## src/rtl/rd_writeback_if.sv

```systemverilog
// Issue bus from the execute stage into the writeback stage.
// The execute stage is the master (it presents an instruction); writeback
// is the slave (it returns in_ready). Transfer happens on in_valid & in_ready.
interface rd_writeback_if;
    logic        in_valid;
    logic        in_ready;
    logic [1:0]  rd_sel;
    logic        rd_we;
    logic [4:0]  rd_addr;
    logic [31:0] alu_result;
    logic [31:0] imm;
    logic [31:0] pc_plus4;
    logic [2:0]  funct3;

    modport master (
        output in_valid,
        output rd_sel,
        output rd_we,
        output rd_addr,
        output alu_result,
        output imm,
        output pc_plus4,
        output funct3,
        input  in_ready
    );

    modport slave (
        input  in_valid,
        input  rd_sel,
        input  rd_we,
        input  rd_addr,
        input  alu_result,
        input  imm,
        input  pc_plus4,
        input  funct3,
        output in_ready
    );
endinterface

```

## src/rtl/rd_writeback.sv

```systemverilog
// Writeback stage of the RV32I core.
// Accepts one retiring instruction per handshake, picks the destination value
// (load data, immediate, ALU result or PC+4) from the 2-bit rd_sel code, waits
// for the data-memory response on loads, size/sign-extends it and issues a
// single-cycle register-file write. Writes to x0 are suppressed.
//
// Optional feature: define RD_WRITEBACK_LOAD_TIMEOUT_EN to bound the time
// spent waiting for a load response to TIMEOUT_CYCLES cycles; on expiry the
// load is dropped and load_err pulses for one cycle. Without the macro the
// stage waits indefinitely and load_err is tied low.
module rd_writeback #(
    parameter int unsigned TIMEOUT_CYCLES = 32'd255
) (
    input  logic                 clk,
    input  logic                 rst_n,
    rd_writeback_if.slave        in_if,
    input  logic [31:0]          mem_rdata,
    input  logic                 mem_rvalid,
    output logic                 rf_we,
    output logic [4:0]           rf_waddr,
    output logic [31:0]          rf_wdata,
    output logic                 busy,
    output logic                 load_err
);

    typedef enum logic [1:0] {
        ST_IDLE     = 2'd0,
        ST_WAIT_MEM = 2'd1,
        ST_WRITE    = 2'd2
    } state_t;

    localparam logic [1:0] SEL_LOAD = 2'b00;
    localparam logic [1:0] SEL_IMM  = 2'b01;
    localparam logic [1:0] SEL_ALU  = 2'b10;
    localparam logic [1:0] SEL_PC4  = 2'b11;

    localparam logic [2:0] F3_LB  = 3'b000;
    localparam logic [2:0] F3_LH  = 3'b001;
    localparam logic [2:0] F3_LBU = 3'b100;
    localparam logic [2:0] F3_LHU = 3'b101;

    localparam logic [7:0] TIMEOUT_LIM_C = 8'(TIMEOUT_CYCLES);

    // Reject an out-of-range timeout at elaboration time.
    if ((TIMEOUT_CYCLES < 32'd1) || (TIMEOUT_CYCLES > 32'd255)) begin : g_bad_timeout
        $error("rd_writeback: TIMEOUT_CYCLES must be in 1..255");
    end

    // Extract the addressed byte/halfword from the aligned read word and
    // extend it according to the load width/sign code. Unknown codes return
    // the full word.
    function automatic logic [31:0] load_extract(
        input logic [2:0]  f3,
        input logic [1:0]  off,
        input logic [31:0] word
    );
        logic [7:0]  byte_v;
        logic [15:0] half_v;
        logic [31:0] res_v;
        case (off)
            2'd0:    byte_v = word[7:0];
            2'd1:    byte_v = word[15:8];
            2'd2:    byte_v = word[23:16];
            2'd3:    byte_v = word[31:24];
            default: byte_v = word[7:0];
        endcase
        half_v = off[1] ? word[31:16] : word[15:0];
        case (f3)
            F3_LB:   res_v = {{24{byte_v[7]}}, byte_v};
            F3_LBU:  res_v = {24'd0, byte_v};
            F3_LH:   res_v = {{16{half_v[15]}}, half_v};
            F3_LHU:  res_v = {16'd0, half_v};
            default: res_v = word;
        endcase
        return res_v;
    endfunction

    // Non-load writeback source selection.
    function automatic logic [31:0] select_operand(
        input logic [1:0]  sel,
        input logic [31:0] imm_v,
        input logic [31:0] alu_v,
        input logic [31:0] pc4_v
    );
        logic [31:0] res_v;
        case (sel)
            SEL_IMM: res_v = imm_v;
            SEL_ALU: res_v = alu_v;
            SEL_PC4: res_v = pc4_v;
            default: res_v = 32'd0;
        endcase
        return res_v;
    endfunction

    state_t      state_r;
    state_t      next_state_s;

    logic [4:0]  cap_addr_r;
    logic [2:0]  cap_funct3_r;
    logic [1:0]  cap_off_r;

    logic        rf_we_r;
    logic [4:0]  rf_waddr_r;
    logic [31:0] rf_wdata_r;

    logic        in_ready_s;
    logic        accept_s;
    logic        wr_en_s;
    logic        wr_upd_s;
    logic [4:0]  wr_addr_s;
    logic [31:0] wr_data_s;

`ifdef RD_WRITEBACK_LOAD_TIMEOUT_EN
    logic [7:0]  cnt_r;
    logic        cnt_clr_s;
    logic        cnt_inc_s;
    logic        timeout_s;
    logic        err_set_s;
    logic        load_err_r;
`endif

    assign in_ready_s     = (state_r == ST_IDLE) | (state_r == ST_WRITE);
    assign accept_s       = in_if.in_valid & in_ready_s;
    assign in_if.in_ready = in_ready_s;
    assign busy           = (state_r == ST_WAIT_MEM);

    assign rf_we    = rf_we_r;
    assign rf_waddr = rf_waddr_r;
    assign rf_wdata = rf_wdata_r;

`ifdef RD_WRITEBACK_LOAD_TIMEOUT_EN
    // The wait expires on the cycle whose count would reach the limit.
    assign timeout_s = ((cnt_r + 8'd1) == TIMEOUT_LIM_C);
    assign load_err  = load_err_r;
`else
    assign load_err  = 1'b0;
`endif

    // Next-state decode and write request generation.
    always_comb begin
        next_state_s = ST_IDLE;
        wr_en_s      = 1'b0;
        wr_upd_s     = 1'b0;
        wr_addr_s    = rf_waddr_r;
        wr_data_s    = rf_wdata_r;
`ifdef RD_WRITEBACK_LOAD_TIMEOUT_EN
        cnt_clr_s    = 1'b0;
        cnt_inc_s    = 1'b0;
        err_set_s    = 1'b0;
`endif
        case (state_r)
            ST_IDLE, ST_WRITE: begin
                if (accept_s) begin
                    if (!in_if.rd_we) begin
                        next_state_s = ST_IDLE;
                    end else if (in_if.rd_sel == SEL_LOAD) begin
                        next_state_s = ST_WAIT_MEM;
`ifdef RD_WRITEBACK_LOAD_TIMEOUT_EN
                        cnt_clr_s    = 1'b1;
`endif
                    end else begin
                        next_state_s = ST_WRITE;
                        wr_upd_s     = 1'b1;
                        wr_en_s      = (in_if.rd_addr != 5'd0);
                        wr_addr_s    = in_if.rd_addr;
                        wr_data_s    = select_operand(in_if.rd_sel, in_if.imm,
                                                      in_if.alu_result, in_if.pc_plus4);
                    end
                end else begin
                    next_state_s = ST_IDLE;
                end
            end
            ST_WAIT_MEM: begin
                if (mem_rvalid) begin
                    next_state_s = ST_WRITE;
                    wr_upd_s     = 1'b1;
                    wr_en_s      = (cap_addr_r != 5'd0);
                    wr_addr_s    = cap_addr_r;
                    wr_data_s    = load_extract(cap_funct3_r, cap_off_r, mem_rdata);
                end else begin
`ifdef RD_WRITEBACK_LOAD_TIMEOUT_EN
                    if (timeout_s) begin
                        next_state_s = ST_IDLE;
                        err_set_s    = 1'b1;
                    end else begin
                        next_state_s = ST_WAIT_MEM;
                        cnt_inc_s    = 1'b1;
                    end
`else
                    next_state_s = ST_WAIT_MEM;
`endif
                end
            end
            default: begin
                next_state_s = ST_IDLE;
            end
        endcase
    end

    // FSM state register.
    always_ff @(posedge clk or negedge rst_n) begin
        if (!rst_n) begin
            state_r <= ST_IDLE;
        end else begin
            state_r <= next_state_s;
        end
    end

    // Capture the fields a pending load needs once the response arrives.
    always_ff @(posedge clk or negedge rst_n) begin
        if (!rst_n) begin
            cap_addr_r   <= 5'd0;
            cap_funct3_r <= 3'd0;
            cap_off_r    <= 2'd0;
        end else if (accept_s) begin
            cap_addr_r   <= in_if.rd_addr;
            cap_funct3_r <= in_if.funct3;
            cap_off_r    <= in_if.alu_result[1:0];
        end
    end

    // Registered register-file write port; address/data hold outside WRITE.
    always_ff @(posedge clk or negedge rst_n) begin
        if (!rst_n) begin
            rf_we_r    <= 1'b0;
            rf_waddr_r <= 5'd0;
            rf_wdata_r <= 32'd0;
        end else begin
            rf_we_r <= wr_en_s;
            if (wr_upd_s) begin
                rf_waddr_r <= wr_addr_s;
                rf_wdata_r <= wr_data_s;
            end
        end
    end

`ifdef RD_WRITEBACK_LOAD_TIMEOUT_EN
    // Load-response wait counter: cleared on WAIT_MEM entry, counts idle waits.
    always_ff @(posedge clk or negedge rst_n) begin
        if (!rst_n) begin
            cnt_r <= 8'd0;
        end else if (cnt_clr_s) begin
            cnt_r <= 8'd0;
        end else if (cnt_inc_s) begin
            cnt_r <= cnt_r + 8'd1;
        end
    end

    // One-cycle load timeout error pulse.
    always_ff @(posedge clk or negedge rst_n) begin
        if (!rst_n) begin
            load_err_r <= 1'b0;
        end else begin
            load_err_r <= err_set_s;
        end
    end
`endif

endmodule
```

## src/flat_wrapper.sv

```systemverilog
// flat-port wrapper written by rule: the top's interface ports become plain ports
module rd_writeback_flat 
#(
    parameter int unsigned TIMEOUT_CYCLES = 32'd255
)
  (clk, rst_n, mem_rdata, mem_rvalid, rf_we, rf_waddr, rf_wdata, busy, load_err, in_if_in_valid, in_if_rd_sel, in_if_rd_we, in_if_rd_addr, in_if_alu_result, in_if_imm, in_if_pc_plus4, in_if_funct3, in_if_in_ready);
  rd_writeback_if in_if_i ();
  input  logic clk;
  input  logic rst_n;
  input  logic [31:0] mem_rdata;
  input  logic mem_rvalid;
  output logic rf_we;
  output logic [4:0] rf_waddr;
  output logic [31:0] rf_wdata;
  output logic busy;
  output logic load_err;
  input wire logic [$bits(in_if_i.in_valid)-1:0] in_if_in_valid;
  input wire logic [$bits(in_if_i.rd_sel)-1:0] in_if_rd_sel;
  input wire logic [$bits(in_if_i.rd_we)-1:0] in_if_rd_we;
  input wire logic [$bits(in_if_i.rd_addr)-1:0] in_if_rd_addr;
  input wire logic [$bits(in_if_i.alu_result)-1:0] in_if_alu_result;
  input wire logic [$bits(in_if_i.imm)-1:0] in_if_imm;
  input wire logic [$bits(in_if_i.pc_plus4)-1:0] in_if_pc_plus4;
  input wire logic [$bits(in_if_i.funct3)-1:0] in_if_funct3;
  output wire logic [$bits(in_if_i.in_ready)-1:0] in_if_in_ready;
  assign in_if_i.in_valid = in_if_in_valid;
  assign in_if_i.rd_sel = in_if_rd_sel;
  assign in_if_i.rd_we = in_if_rd_we;
  assign in_if_i.rd_addr = in_if_rd_addr;
  assign in_if_i.alu_result = in_if_alu_result;
  assign in_if_i.imm = in_if_imm;
  assign in_if_i.pc_plus4 = in_if_pc_plus4;
  assign in_if_i.funct3 = in_if_funct3;
  assign in_if_in_ready = in_if_i.in_ready;
  rd_writeback #(.TIMEOUT_CYCLES(TIMEOUT_CYCLES)) u_core (.clk(clk), .rst_n(rst_n), .in_if(in_if_i), .mem_rdata(mem_rdata), .mem_rvalid(mem_rvalid), .rf_we(rf_we), .rf_waddr(rf_waddr), .rf_wdata(rf_wdata), .busy(busy), .load_err(load_err));
endmodule
```

## config.mk

```make
export PLATFORM = sky130hd
export DESIGN_NAME = rd_writeback_flat
export DESIGN_NICKNAME = d
export VERILOG_FILES = /design/src/rtl/rd_writeback_if.sv /design/src/rtl/rd_writeback.sv /design/src/flat_wrapper.sv
export SDC_FILE = /design/constraint.sdc
export NUM_CORES = 1
export LEC_CHECK = 0
export CORE_ASPECT_RATIO = 1.5
export CORE_MARGIN = 2
export CORE_UTILIZATION = 35
export CTS_CLUSTER_SIZE = 8
export DETAILED_ROUTE_END_ITERATION = 10
export PLACE_DENSITY = 0.8
export SLEW_MARGIN = 30
export SYNTH_ARGS = -nofsm -noshare
export SYNTH_HDL_FRONTEND = slang
export SYNTH_SLANG_ARGS = --single-unit
```

## constraint.sdc

```tcl
create_clock -name clk -period 4.47 [get_ports clk]
set_clock_uncertainty 0.15 [all_clocks]
set_input_delay 0.6705 -clock clk [delete_from_list [all_inputs] [get_ports clk]]
set_output_delay 0.6705 -clock clk [all_outputs]
set_load 0.01 [all_outputs]
```

==> flow_summary.json <==
{
  "final-hold-violation-count": 0,
  "yosys_warnings": 0,
  "power.static_leakage_nw": 2.17,
  "timing.final.crit_share_pct": 68.3,
  "final_antenna_net_count": 0,
  "die_y_um": 127,
  "worst_pin_slew_ps": 918,
  "path_cells": "nand2b_1 -> inv_1 -> clkdlybuf4s50_1",
  "yosys.area.top_type_share_pct": 35.6,
  "detail_route.first_pass.iterations": 11,
  "vdd.ir_drop.worst_uv": 207,
  "mostFrequentLayoutCell": "sky130_fd_sc_hd__clkdlybuf4s50_1",
  "crit_buf_inv": 2,
  "clock_path_buffers": 2,
  "final.setup.tns_ps": 0,
  "critPathKind": "reg -> out",
  "cpLargestDelayFamily": "buffers and inverters",
  "synth-seq-cells": 50,
  "most-common-layout-cells": "179 x sky130_fd_sc_hd__clkdlybuf4s50_1, 50 x sky130_fd_sc_hd__dfrtp_1, 35 x sky130_fd_sc_hd__mux2_2",
  "dp_hpwl_um": 9790,
  "failing_checks": "design-rule violations",
  "synthTopCellsByArea": "sky130_fd_sc_hd__dfrtp_1 36%, sky130_fd_sc_hd__mux2_2 11%, sky130_fd_sc_hd__a221o_1 6.8%, sky130_fd_sc_hd__a22o_1 6.2%, sky130_fd_sc_hd__a31oi_1 4.8%",
  "drv_cap": 0,
  "cts_hold_buffers": 0,
  "numCtsBuffers": 5,
  "htreeDepth": 2,
  "area_of_the_multi_input_gates_mm2": 0.00206,
  "p_per_area_mw_per_mm2": 312,
  "ys_dominant_reg_cell": "sky130_fd_sc_hd__dfrtp_1",
  "status": "finished with violations",
  "wire_length_reported_by_the_detailed_router_um": 12700,
  "avgRoutedWirePerCell_um": 19.9,
  "i_o_pin_total": 184,
  "finalWorstPathRequiredPeriod_ps": 3050,
  "crit_fanout": 16,
  "synth_enable_flop_cells": 0,
  "worst_endpoint_required_time_ps": 3650,
  "hold_slack_ps": 249,
  "timing.critical_path.slowest_cell_delay_ps": 640,
  "initial_core_util_pct": 36.1,
  "hold_path.class": "in -> async",
  "cts-root-buf": "sky130_fd_sc_hd__clkbuf_16",
  "dp.cells": 628,
  "filler_cell_count": 865,
  "asyncSetResetFlopFracSynth_pct": 100,
  "antenna_found_initial": 0,
  "gr-total-overflow": 0,
  "final_cells": 636,
  "cts_setup_buffers": 0,
  "coreArea_mm2": 0.00974,
  "via_per_inst": 5.93,
  "clock-sinks": 50,
  "report.final.slew_viol_count": 0,
  "report.final.setup_viol": 0,
  "worstPathArrival_ps": 2230,
  "final_design_area_no_fill_mm2": 0.00549,
  "detail_route.drc_violations": 10,
  "num_rows": 44,
  "vias_in_the_first_global_route": 3861,
  "die_ar_mm2": 0.0109,
  "syn_to_final_growth_pct": 56.0,
  "clkTransAtPathRegs_ps": 70,
  "chipWidth_um": 85.9,
  "critical_path.endpoint_type": "output port",
  "post_synth_instance_area_mm2": 0.00352,
  "globalRouteTotalUtil_pct": 22.6,
  "place_congestion": 0.868,
  "ff_latch_area_mm2": 0.00125,
  "pin_count_of_the_biggest_net_entering_global_routing": 51,
  "grt_setup_unrepaired": "no",
  "ctsResizeCount": 0,
  "timing.max_slew.rel_slack_pct": 38.8,
  "post_synth.cell_area_avg_um2": 9.69,
  "placed_cell_area_mm2": 0.00531,
  "post-synth-top-area-cell": "sky130_fd_sc_hd__dfrtp_1",
  "vias": 3771,
  "tritoncts": "done",
  "timing_limited_maximum_frequency_ghz": 0.328,
  "ys_seq_area_share_pct": 35.6,
  "layout.nets": 663,
  "critical_path.slowest_cell": "sky130_fd_sc_hd__clkdlybuf4s50_1",
  "grt_first_pass_wirelength_um": 19300,
  "worst_skew_pair.late_latency_ps": 290,
  "buffer_ports.inserted": 182,
  "drive_gt1_share_pct": 11.3,
  "number_of_drc_violations_after_detailed_routing_iteration_0": 228,
  "critical_path.startpoint_type": "flip-flop",
  "synth.net_count": 506,
  "power.total_mw": 1.71,
  "netlist-cell-type-count": 46,
  "insertedDiodeCount": 0,
  "syn-instance-count": 363
}
[routing by layer]
metal / routed length, µm / up-vias / GRT usage [%]
li1: - / 1748 / -
met4: 624 / 0 / 11.8
met3: 694 / 37 / 4.36
met2: 6690 / 150 / 40.7
met5: 0 / - / 0
met1: 4640 / 1836 / 24.5
[per-stage QoR]
| stage | setup slack (ps) | utilization [%] |
|---|---|---|
| 4_1_cts | 1410 | 56.2 |
| 2_1_floorplan | 2390 | - |
| 5_1_grt | 1300 | 56.3 |
| 3_3_place_gp | 1670 | 54.4 |
| 6_report | 1420 | 56.3 |
| 3_5_place_dp | 1550 | 54.5 |
[layout make-up]
| cell class | instances | area share [%] |
|---|---|---|
| inverters | 4 | 0.274 |
| well taps | 115 | 2.62 |
| clock inverters | 3 | 0.798 |
| clock buffers | 5 | 2.28 |
| multi-input cells | 271 | 37.5 |
| repair buffers | 188 | 33.7 |
| flip-flops and latches | 50 | 22.8 |
[worst reg2reg max path, delay by kind of cell (launching register included)]
kind / cells / cell delay [ps]
buf+inv: 1 / 340
compound gates: 3 / 740
mux: 1 / 420
flops: 1 / 940
[cells in the mapped netlist, types with 2 or more instances]
cell and n:
sky130_fd_sc_hd__a211o_1 6, sky130_fd_sc_hd__clkbuf_1 13, sky130_fd_sc_hd__nand3b_1 2, sky130_fd_sc_hd__mux2_2 35
sky130_fd_sc_hd__a221oi_1 3, sky130_fd_sc_hd__buf_1 2, sky130_fd_sc_hd__a2111oi_0 10, sky130_fd_sc_hd__nor3b_1 2
sky130_fd_sc_hd__and2_1 7, sky130_fd_sc_hd__a221o_1 24, sky130_fd_sc_hd__nor2b_1 14, sky130_fd_sc_hd__inv_1 4
sky130_fd_sc_hd__and3b_1 2, sky130_fd_sc_hd__a31oi_1 27, sky130_fd_sc_hd__buf_2 14, sky130_fd_sc_hd__o22a_1 4
sky130_fd_sc_hd__nand2_1 32, sky130_fd_sc_hd__a21oi_1 14, sky130_fd_sc_hd__buf_4 5, sky130_fd_sc_hd__a211oi_1 2
sky130_fd_sc_hd__a22o_1 25, sky130_fd_sc_hd__dfrtp_1 50, sky130_fd_sc_hd__or3_1 2, sky130_fd_sc_hd__o311ai_0 2
sky130_fd_sc_hd__nor2_1 15, sky130_fd_sc_hd__o21ai_0 4, sky130_fd_sc_hd__buf_6 3, sky130_fd_sc_hd__or4_1 2
sky130_fd_sc_hd__o22ai_1 4, sky130_fd_sc_hd__nand2b_1 4, sky130_fd_sc_hd__a222oi_1 6, sky130_fd_sc_hd__mux2i_1 8
sky130_fd_sc_hd__nor3_1 3
[final timing paths]
check	endpoint	slack, ps	from	cells after the start
min in group clk	u_core.rf_wdata[7]	360	u_core.rf_wdata[7]	1
setup reg to reg	u_core.rf_wdata[16]	1780	u_core.cap_off_r[1]	5
hold reg to reg	u_core.rf_wdata[7]	360	u_core.rf_wdata[7]	1
setup / recovery	busy	1420	u_core.state_r[0]	3
hold / removal	u_core.cap_addr_r[4]	250	rst_n	1
max in group asynchronous	u_core.rf_wdata[7]	3480	rst_n	1
[power by group]
part | switching, mW | internal, mW
logic | 0.253 | 0.394
registers | 0.0845 | 0.544
clock network | 0.171 | 0.265
[flip-flops by register name, summed over array words and instances, names as in the netlist]
name	flops
u_core.cap_addr_r	5
u_core.cap_off_r	2
u_core.rf_waddr	5
u_core.rf_we	1
u_core.state_r	2
u_core.cap_funct3_r	3
u_core.rf_wdata	32
[cells by family (layout without fill, tap and decap cells)]
kind of cell	count (synthesis)	in the layout	share of synthesized area, %
compound gates	135	135	30.3
other cells	1	1	0.107
buf+inv	42	200	6.47
mux	45	45	14.4
flops	50	50	35.6
simple gates	90	90	13.1
Power figures use the tool's default switching activity.
